`src/rtl/bp_pred_pkg.sv`:
```
// Shared definitions for the perceptron branch-predictor front end.
//   state_t    : weight-read scheduler FSM states
//   MAX_B      : maximum branches per fetch group
//   ADDR_W     : weight-SRAM address width
//   WGT_W      : signed weight width (two's complement)
//   BTYPE_CODE : B-type instruction code shared with the branch-count stage
package bp_pred_pkg;

    localparam int MAX_B  = 4;
    localparam int ADDR_W = 8;
    localparam int WGT_W  = 8;

    localparam logic [2:0] BTYPE_CODE = 3'd1;

    typedef enum logic [1:0] {
        IDLE  = 2'd0,
        ISSUE = 2'd1,
        WAIT  = 2'd2,
        DONE  = 2'd3
    } state_t;

endpackage

```
`src/rtl/bp_weight_read_sched.sv`:
```
// Weight-SRAM read scheduler for the perceptron branch predictor.
// Accepts one fetch group (branch count plus one weight address per branch),
// issues the reads one per cycle to a shared single-port SRAM through a
// request/grant port, collects the returned weights and presents them with
// per-branch taken bits to the prediction consumer.
//
// Ports:
//   i_clk, i_rst          clock, synchronous active-high reset
//   i_valid / o_ready     group handshake (o_ready only in IDLE)
//   i_consecutiveBNum_4   branch count, clamped to MAX_B
//   i_weightsAddr_32      weight addresses, slot k at [k*ADDR_W +: ADDR_W]
//   i_flush               front-end redirect, aborts the current group
//   o_ramReq_1/o_ramAddr_8/i_ramGrant_1/i_ramRdata_8  SRAM read port
//   o_predValid_1/i_predReady_1  result handshake
//   o_predNum_4, o_predTaken_4, o_weights_32          result payload
module bp_weight_read_sched #(
    parameter int MAX_B  = bp_pred_pkg::MAX_B,
    parameter int ADDR_W = bp_pred_pkg::ADDR_W,
    parameter int WGT_W  = bp_pred_pkg::WGT_W
) (
    input  logic                    i_clk,
    input  logic                    i_rst,
    input  logic                    i_valid,
    output logic                    o_ready,
    input  logic [3:0]              i_consecutiveBNum_4,
    input  logic [MAX_B*ADDR_W-1:0] i_weightsAddr_32,
    input  logic                    i_flush,
    output logic                    o_ramReq_1,
    output logic [ADDR_W-1:0]       o_ramAddr_8,
    input  logic                    i_ramGrant_1,
    input  logic [WGT_W-1:0]        i_ramRdata_8,
    output logic                    o_predValid_1,
    input  logic                    i_predReady_1,
    output logic [3:0]              o_predNum_4,
    output logic [MAX_B-1:0]        o_predTaken_4,
    output logic [MAX_B*WGT_W-1:0]  o_weights_32
);
    import bp_pred_pkg::*;

    localparam int CNT_W = $clog2(MAX_B + 1);
    localparam int IDX_W = $clog2(MAX_B);
    localparam logic signed [WGT_W-1:0] WGT_ZERO = '0;

    state_t state, state_nxt;

    logic [CNT_W-1:0]        num;
    logic [CNT_W-1:0]        num_in;
    logic [CNT_W-1:0]        issue_idx;
    logic [CNT_W-1:0]        recv_idx;
    logic [CNT_W-1:0]        recv_nxt;
    logic                    rd_pend;
    logic                    accept;
    logic                    granted;
    logic [ADDR_W-1:0]       addr [MAX_B];
    logic signed [WGT_W-1:0] wgt  [MAX_B];
    logic [MAX_B-1:0]        taken;
    logic [MAX_B*WGT_W-1:0]  wgt_flat;

    assign accept   = (state == IDLE) && i_valid && !i_flush;
    assign granted  = (state == ISSUE) && i_ramGrant_1;
    assign num_in   = (i_consecutiveBNum_4 > 4'(MAX_B)) ? CNT_W'(MAX_B)
                                                         : CNT_W'(i_consecutiveBNum_4);
    // Receive count including the word landing this cycle; lets WAIT leave
    // in the same cycle the last weight is captured.
    assign recv_nxt = recv_idx + CNT_W'(rd_pend);

    // Control state: FSM, issue/receive counters and the read-pending flag.
    always_ff @(posedge i_clk) begin
        if (i_rst || i_flush) begin
            state     <= IDLE;
            issue_idx <= '0;
            recv_idx  <= '0;
            rd_pend   <= 1'b0;
        end else begin
            state   <= state_nxt;
            rd_pend <= granted;
            if (accept) begin
                issue_idx <= '0;
                recv_idx  <= '0;
            end else begin
                if (granted) issue_idx <= issue_idx + CNT_W'(1);
                if (rd_pend) recv_idx  <= recv_nxt;
            end
        end
    end

    // Datapath: latched group and collected weights. Outputs are gated by
    // DONE, so these registers need no reset.
    always_ff @(posedge i_clk) begin
        if (accept) begin
            num <= num_in;
            for (int k = 0; k < MAX_B; k++) begin
                addr[k] <= i_weightsAddr_32[k*ADDR_W +: ADDR_W];
                wgt[k]  <= WGT_ZERO;
            end
        end else if (rd_pend && !i_flush) begin
            wgt[recv_idx[IDX_W-1:0]] <= $signed(i_ramRdata_8);
        end
    end

    always_comb begin
        state_nxt = state;
        case (state)
            IDLE: begin
                if (accept) state_nxt = (num_in == '0) ? DONE : ISSUE;
            end
            ISSUE: begin
                if (i_ramGrant_1 && (issue_idx == num - CNT_W'(1))) state_nxt = WAIT;
            end
            WAIT: begin
                if (recv_nxt == num) state_nxt = DONE;
            end
            DONE: begin
                if (i_predReady_1) state_nxt = IDLE;
            end
            default: state_nxt = IDLE;
        endcase
        if (i_flush) state_nxt = IDLE;
    end

    // A branch is predicted taken when its weight is non-negative; slots at
    // or beyond the latched count report not-taken.
    always_comb begin
        taken    = '0;
        wgt_flat = '0;
        for (int k = 0; k < MAX_B; k++) begin
            wgt_flat[k*WGT_W +: WGT_W] = wgt[k];
            taken[k] = (CNT_W'(k) < num) && (wgt[k] >= WGT_ZERO);
        end
    end

    always_comb begin
        o_ready       = (state == IDLE);
        o_ramReq_1    = (state == ISSUE);
        o_ramAddr_8   = (state == ISSUE) ? addr[issue_idx[IDX_W-1:0]] : '0;
        o_predValid_1 = (state == DONE);
        o_predNum_4   = (state == DONE) ? 4'(num) : 4'd0;
        o_predTaken_4 = (state == DONE) ? taken : '0;
        o_weights_32  = (state == DONE) ? wgt_flat : '0;
    end

endmodule

```
`config.mk`:
```
export PLATFORM = sky130hd
export DESIGN_NAME = bp_weight_read_sched
export DESIGN_NICKNAME = d
export VERILOG_FILES = /design/src/rtl/bp_pred_pkg.sv /design/src/rtl/bp_weight_read_sched.sv
export SDC_FILE = /design/constraint.sdc
export NUM_CORES = 1
export LEC_CHECK = 0
export BUFFER_PORTS_ARGS = -buffer_cell sky130_fd_sc_hd__buf_4
export CORE_ASPECT_RATIO = 2
export CORE_MARGIN = 4
export CORE_UTILIZATION = 52
export DETAILED_ROUTE_END_ITERATION = 16
export PLACE_DENSITY_LB_ADDON = 0.08
export SYNTH_ARGS = -nofsm -noshare
export SYNTH_HDL_FRONTEND = slang
export SYNTH_SLANG_ARGS = --single-unit
export TNS_END_PERCENT = 10
```
`constraint.sdc`:
```
create_clock -name i_clk -period 4.25 [get_ports i_clk]
set_input_delay 0.2125 -clock i_clk [delete_from_list [all_inputs] [get_ports i_clk]]
set_output_delay 0.2125 -clock i_clk [all_outputs]
set_load 0.03 [all_outputs]
```
-- Word level (Yosys, flattened, before mapping)
Memories as Yosys holds them, arrays and structs flattened. A register that Yosys moved wholly into a read port is not among the register bits.
Index checks and enable logic that the tools add are counted.
- add/sub/neg operators: 3
- $lt $le $gt $ge: 9
- equal/unequal tests: 9
- multiplexer cells: 21
- reductions and logical operators: 17
- operators with widths (kind ; count):
    8-bit by 1-bit greater-or-equal comparator with 1-bit output (second input constant) ; 4
    32-bit 2-to-1 mux ; 1
    2-bit 2-to-1 mux ; 8
    8-bit 2-to-1 mux ; 2
    1-bit logical AND ; 9
    2-bit one-hot mux with 4 select lines ; 1
    8-bit OR reduction ; 1
    3-bit == test ; 2
    1-bit by 3-bit < comparator with 1-bit output (first input constant) ; 2
    2-bit by 3-bit < comparator with 1-bit output (first input constant) ; 2
    1-bit 2-to-1 mux ; 6
    3-bit 2-to-1 mux ; 2
    2-bit by 1-bit != test with 1-bit output (second input constant) ; 3
    2-bit == test (second input constant) ; 2
    4-bit by 3-bit greater-than comparator with 1-bit output (second input constant) ; 1
    4-bit 2-to-1 mux ; 1
    4-bit AND reduction ; 1
    2-bit OR reduction ; 2
    3-bit by 1-bit adder with 3-bit output ; 1
    3-bit by 1-bit adder with 3-bit output (second input constant) ; 1
    3-bit zero test ; 1
    3-bit by 1-bit subtractor with 3-bit output (second input constant) ; 1
    2-bit by 1-bit == test with 1-bit output (second input constant) ; 1
    2-bit zero test ; 1
    other kinds (3) ; 3
- register bits after elaboration: 12
- bits in writable memories: 64
- input port bits: 50
- output and inout bits: 51
- logic and storage cells: 66
- memories kept: 2
- memories (memory ; words ; bits a word ; rd ports ; clocked after memory_dff ; wr ports ; line ; text):
    addr ; 4 ; 8 ; 1 ; 1 ; 4 ; bp_weight_read_sched.sv:54 ; logic [ADDR_W-1:0] addr [MAX_B];
    wgt ; 4 ; 8 ; 4 ; 0 ; 4 ; bp_weight_read_sched.sv:55 ; logic signed [WGT_W-1:0] wgt [MAX_B];

-- Depth between registers and ports, before layout
- depth in word-level cells: 7
- gate-level depth with buffers: 7
- gate-level depth less buffers: 7

-- Worst setup path after synthesis
No wires, ideal clock.
- path type: register to register
- start: register state[1]
- end: memory wgt[0][0], enable pin
- setup time: 0.313 ns
- data arrival time: 2.984 ns
- required time: 3.937 ns
- slack: 0.953 ns
- cell stages (with the launch flop): 6
- buffers on the path: 0
- cell sequence: dfxtp_1 inv_1 ha_1 nand2_1 nor2_1 or2_2
- RTL lines (element ; line ; text):
    start: declaration ; bp_weight_read_sched.sv:44 ; state_t state, state_nxt;
    start signal: assignment ; bp_weight_read_sched.sv:75 ; state <= state_nxt;
    end: declaration ; bp_weight_read_sched.sv:55 ;

-- Final worst setup path
- start: register state[0]
- end: output port o_predTaken_4[2]
- cells in the longest elaborated chain, start to end: 2
- RTL lines (element ; line ; text):
    2-bit == test ; bp_weight_read_sched.sv:138 ; o_predTaken_4 = (state == DONE) ? taken : '0;
    4-bit 2-to-1 mux ; bp_weight_read_sched.sv:138 ;
    end: declaration ; bp_weight_read_sched.sv:35 ; output logic [MAX_B-1:0] o_predTaken_4,
Every way passes these cells.

==> impl_metrics.toml <==
[grt]
gr-usage-all-layers_pct = 19.0
antenna_found_initial = 0
grt_start_max_net_pins = 40
wire_length_of_the_first_global_routing_pass_mm = 10.9
globalRouteOverflowTotal = 0
first_global_vias = 2299

[worst_setup_path]
crit-reg2reg-capture = "wgt[2][5]$_SDFFCE_PN0P_"
critPathRequiredTime_ns = 4.04
critPathArrivalTime_ns = 2.20
critPathBufInv = 1
crit_slowest_cell = "sky130_fd_sc_hd__ha_1"
crit_family = "adder cells"
critPathMaxStageDelay_ns = 0.80
slack_of_the_worst_reg_to_reg_path_ns = 1.84
reg2reg_path_depth = 6
timing.critical_path.cells = "ha_1 > and2_1 > nand2_1 > a21oi_1 > buf_4"
crit_type = "reg2out"
worst_setup_path_startpoint = "state[0]$_SDFFE_PP0P_"
critical_path.max_fanout = 39
kind_of_start_point_of_the_critical_path = "register"
type_of_element_capturing_the_critical_path = "output port"
timing.rr.start = "state[0]$_SDFFE_PP0P_"

[logic_synthesis]
synth-main-ff-cell = "sky130_fd_sc_hd__edfxtp_1"
synth.cell_area_sq_um = 3500
synthCells = 255
synth-seq-area-share_pct = 63.7
synth_warnings = 0
yosys.area.top_type_share_pct = 57.4
synth_seq_cells = 78
synth_nets = 314
postSynth.asyncResetShare_pct = 0
count_of_flip_flops_with_a_built_in_enable_after_synthesis = 67
synth_common_cells = "74 x sky130_fd_sc_hd__and2_1, 67 x sky130_fd_sc_hd__edfxtp_1, 14 x sky130_fd_sc_hd__nor2_1, 11 x sky130_fd_sc_hd__dfxtp_1"
yosysMostFrequentCell = "sky130_fd_sc_hd__and2_1"
most_area_hungry_cell_type_in_the_yosys_netlist = "sky130_fd_sc_hd__edfxtp_1"
synth_area_leaders = "sky130_fd_sc_hd__edfxtp_1 57%, sky130_fd_sc_hd__and2_1 13%, sky130_fd_sc_hd__dfxtp_1 6.3%"
mean_cell_area_of_the_mapped_netlist_sq_um = 13.7
synth_cell_types = 33

[drt]
drcViolationCount = 0
routed-via-count = 2270
number_of_nets_with_antenna_violations_after_routing = 0
initialDrtViolationCount = 83
drt_pass1_iterations = 4
avgRoutedWirePerCell_um = 15.8
route.detailed.vias_per_inst = 5.07
wl_mm = 7.10

[timing]
whs_ns = 0.0541
finClkSkew_ns = 0.00328
setup_viol = 0
min_period_ns = 2.41
max_freq_ghz = 0.414
slew_at_the_pin_closest_to_its_max_slew_limit_ns = 1.00
final-hold-violation-count = 0
slew_headroom_pct = 32.9
timing.final.crit_share_pct = 56.8
finalSetupTns_ns = 0
rsz0062_at_grt = "false"
drv_slew = 0

[placed_design]
place_congestion = 0.807
placed_cells = 432
placement.io_buffers = 99
dp_hpwl_mm = 5.58
detailed_place.area_sq_um = 4320

[worst_hold_path]
timing.hold.worst_endpoint = "addr[1][4]$_DFFE_PP_"
min_path_type = "in2reg"
worstHoldStart = "i_weightsAddr_32[12]"
worst_hold_path.num_cells = 1

[finish]
num-nets-final = 414
layout.core_utilization_pct = 70.9
layout_cell_share_with_drive_strength_beyond_1_pct = 36.4
area.growth.synth_to_final_pct = 33.0
antenna-diode-count = 0
fillers = 475
layout.cells.non_filler = 448
fin_area_sq_um = 4660

[power]
switching_share_pct = 19.8
clock_power_share_pct = 45.2
comb_power_share_pct = 7.7
power_density_nw_per_um2 = 403
p_seq_share_pct = 47.1
power.static_leakage_nw = 1.93
internal_power_mw = 1.51
maximum_vdd_drop_mv = 0.382
switching_power_uw = 373

[clock_network]
clock_sink_count = 78
root_buf_cell = "sky130_fd_sc_hd__clkbuf_16"
htreeDepth = 3
clk_transition_reported_paths_ns = 0.06
clk-insertion-delay-late_ns = 0.33
post_cts_buffers = 0
post_cts_resize_count = 0
cts_inserted_buffers = 9
clock_tree.buffer_depth = 2
cts_hold_repair.buffers = 0
tritoncts = "built"

[floorplanning]
die_height_um = 124
rows = 42
core_sq_um = 6570
floorplan.io_pins = 101
initial_utilization_pct = 53.3
floorplan.die_area_sq_um = 8190
x_dimension_of_the_die_um = 66.0

[flow_run]
max_cap_violations = 0

[outcome]
run_status = "completed"
[cell families after synthesis]
kind of cell / Yosys count / synth area share, %
xor+xnor: 10 / 2.93
buf+inv: 19 / 2.18
simple gates: 112 / 18.6
flops: 78 / 63.7
mux: 10 / 5.71
fa+ha+maj: 9 / 3.21
compound gates: 16 / 3.54
other cells: 1 / 0.107
[power groups by stage]
| stage | Combinational [mW] | Clock, mW | Sequential [mW] |
|---|---|---|---|
| final | 0.145 | 0.849 | 0.885 |
| after global routing | 0.159 | 0.897 | 0.888 |
| after CTS | 0.147 | 0.865 | 0.886 |
| after detailed placement | 0.147 | 0 | 0.902 |
| after global placement | 0.144 | 0 | 0.900 |
| after floorplan | 0.0797 | 0 | 0.896 |
[state kept, by name (all words and copies together) (netlist names), named ones only]
register   count
rd_pend        1
issue_idx      3
recv_idx       3
num            3
state          2
addr          32
wgt           32
[cell usage in the layout, fill, tap and decap left out, types with 2 or more instances in the layout]
master,instances
sky130_fd_sc_hd__buf_4,99
sky130_fd_sc_hd__and2_1,74
sky130_fd_sc_hd__edfxtp_1,67
sky130_fd_sc_hd__nor2_1,13
sky130_fd_sc_hd__dfxtp_1,11
sky130_fd_sc_hd__inv_1,9
sky130_fd_sc_hd__ha_1,9
sky130_fd_sc_hd__clkbuf_16,9
sky130_fd_sc_hd__mux4_2,8
sky130_fd_sc_hd__nand2_1,7
sky130_fd_sc_hd__a21oi_1,7
sky130_fd_sc_hd__xor2_1,7
sky130_fd_sc_hd__or2_2,4
sky130_fd_sc_hd__nor3b_1,3
sky130_fd_sc_hd__nand3_1,3
sky130_fd_sc_hd__clkinv_2,3
sky130_fd_sc_hd__bufinv_16,3
sky130_fd_sc_hd__nor3_1,2
sky130_fd_sc_hd__xnor2_1,2
sky130_fd_sc_hd__or3_1,2
sky130_fd_sc_hd__o21ai_0,2
sky130_fd_sc_hd__mux2i_1,2
[area by class of cell]
type	instances	area (sq um)	area share [%]
repair buffers	99	743	16.0
well taps	88	110	2.36
clock inverters	7	113	2.42
flip-flops and latches	78	2230	47.9
inverters	9	33.8	0.725
clock buffers	9	225	4.83
multi-input cells	158	1200	25.8
[routing by layer]
layer / vias to the layer above / part of all wire (%) / GRT usage [%]
met4: 0 / 3.4 / 10.9
met1: 1075 / 32 / 16.8
met3: 16 / 5.7 / 5.05
li1: 1093 / - / -
met5: - / 0 / 0
met2: 86 / 59 / 36.6
[metrics by stage]
stage          power [mW]  setup WS, ns
2_1_floorplan       0.976         0.953
3_3_place_gp         1.04          1.99
3_5_place_dp         1.05          1.86
4_1_cts              1.90          1.77
5_1_grt              1.94          1.53
6_report             1.88          1.84
[worst max path at each step]
stage,endpoint,slack [ns],cells after the start
after CTS,o_predTaken_4[2],1.77,5
after global placement,wgt[1][7]$_SDFFCE_PN0P_,1.99,5
final,o_predTaken_4[2],1.84,5
after global routing,o_predTaken_4[2],1.53,5
after detailed placement,wgt[2][4]$_SDFFCE_PN0P_,1.86,6
after floorplan,wgt[0][0]$_SDFFCE_PN0P_,0.95,5
No activity file was read; power rests on OpenSTA's default activity.
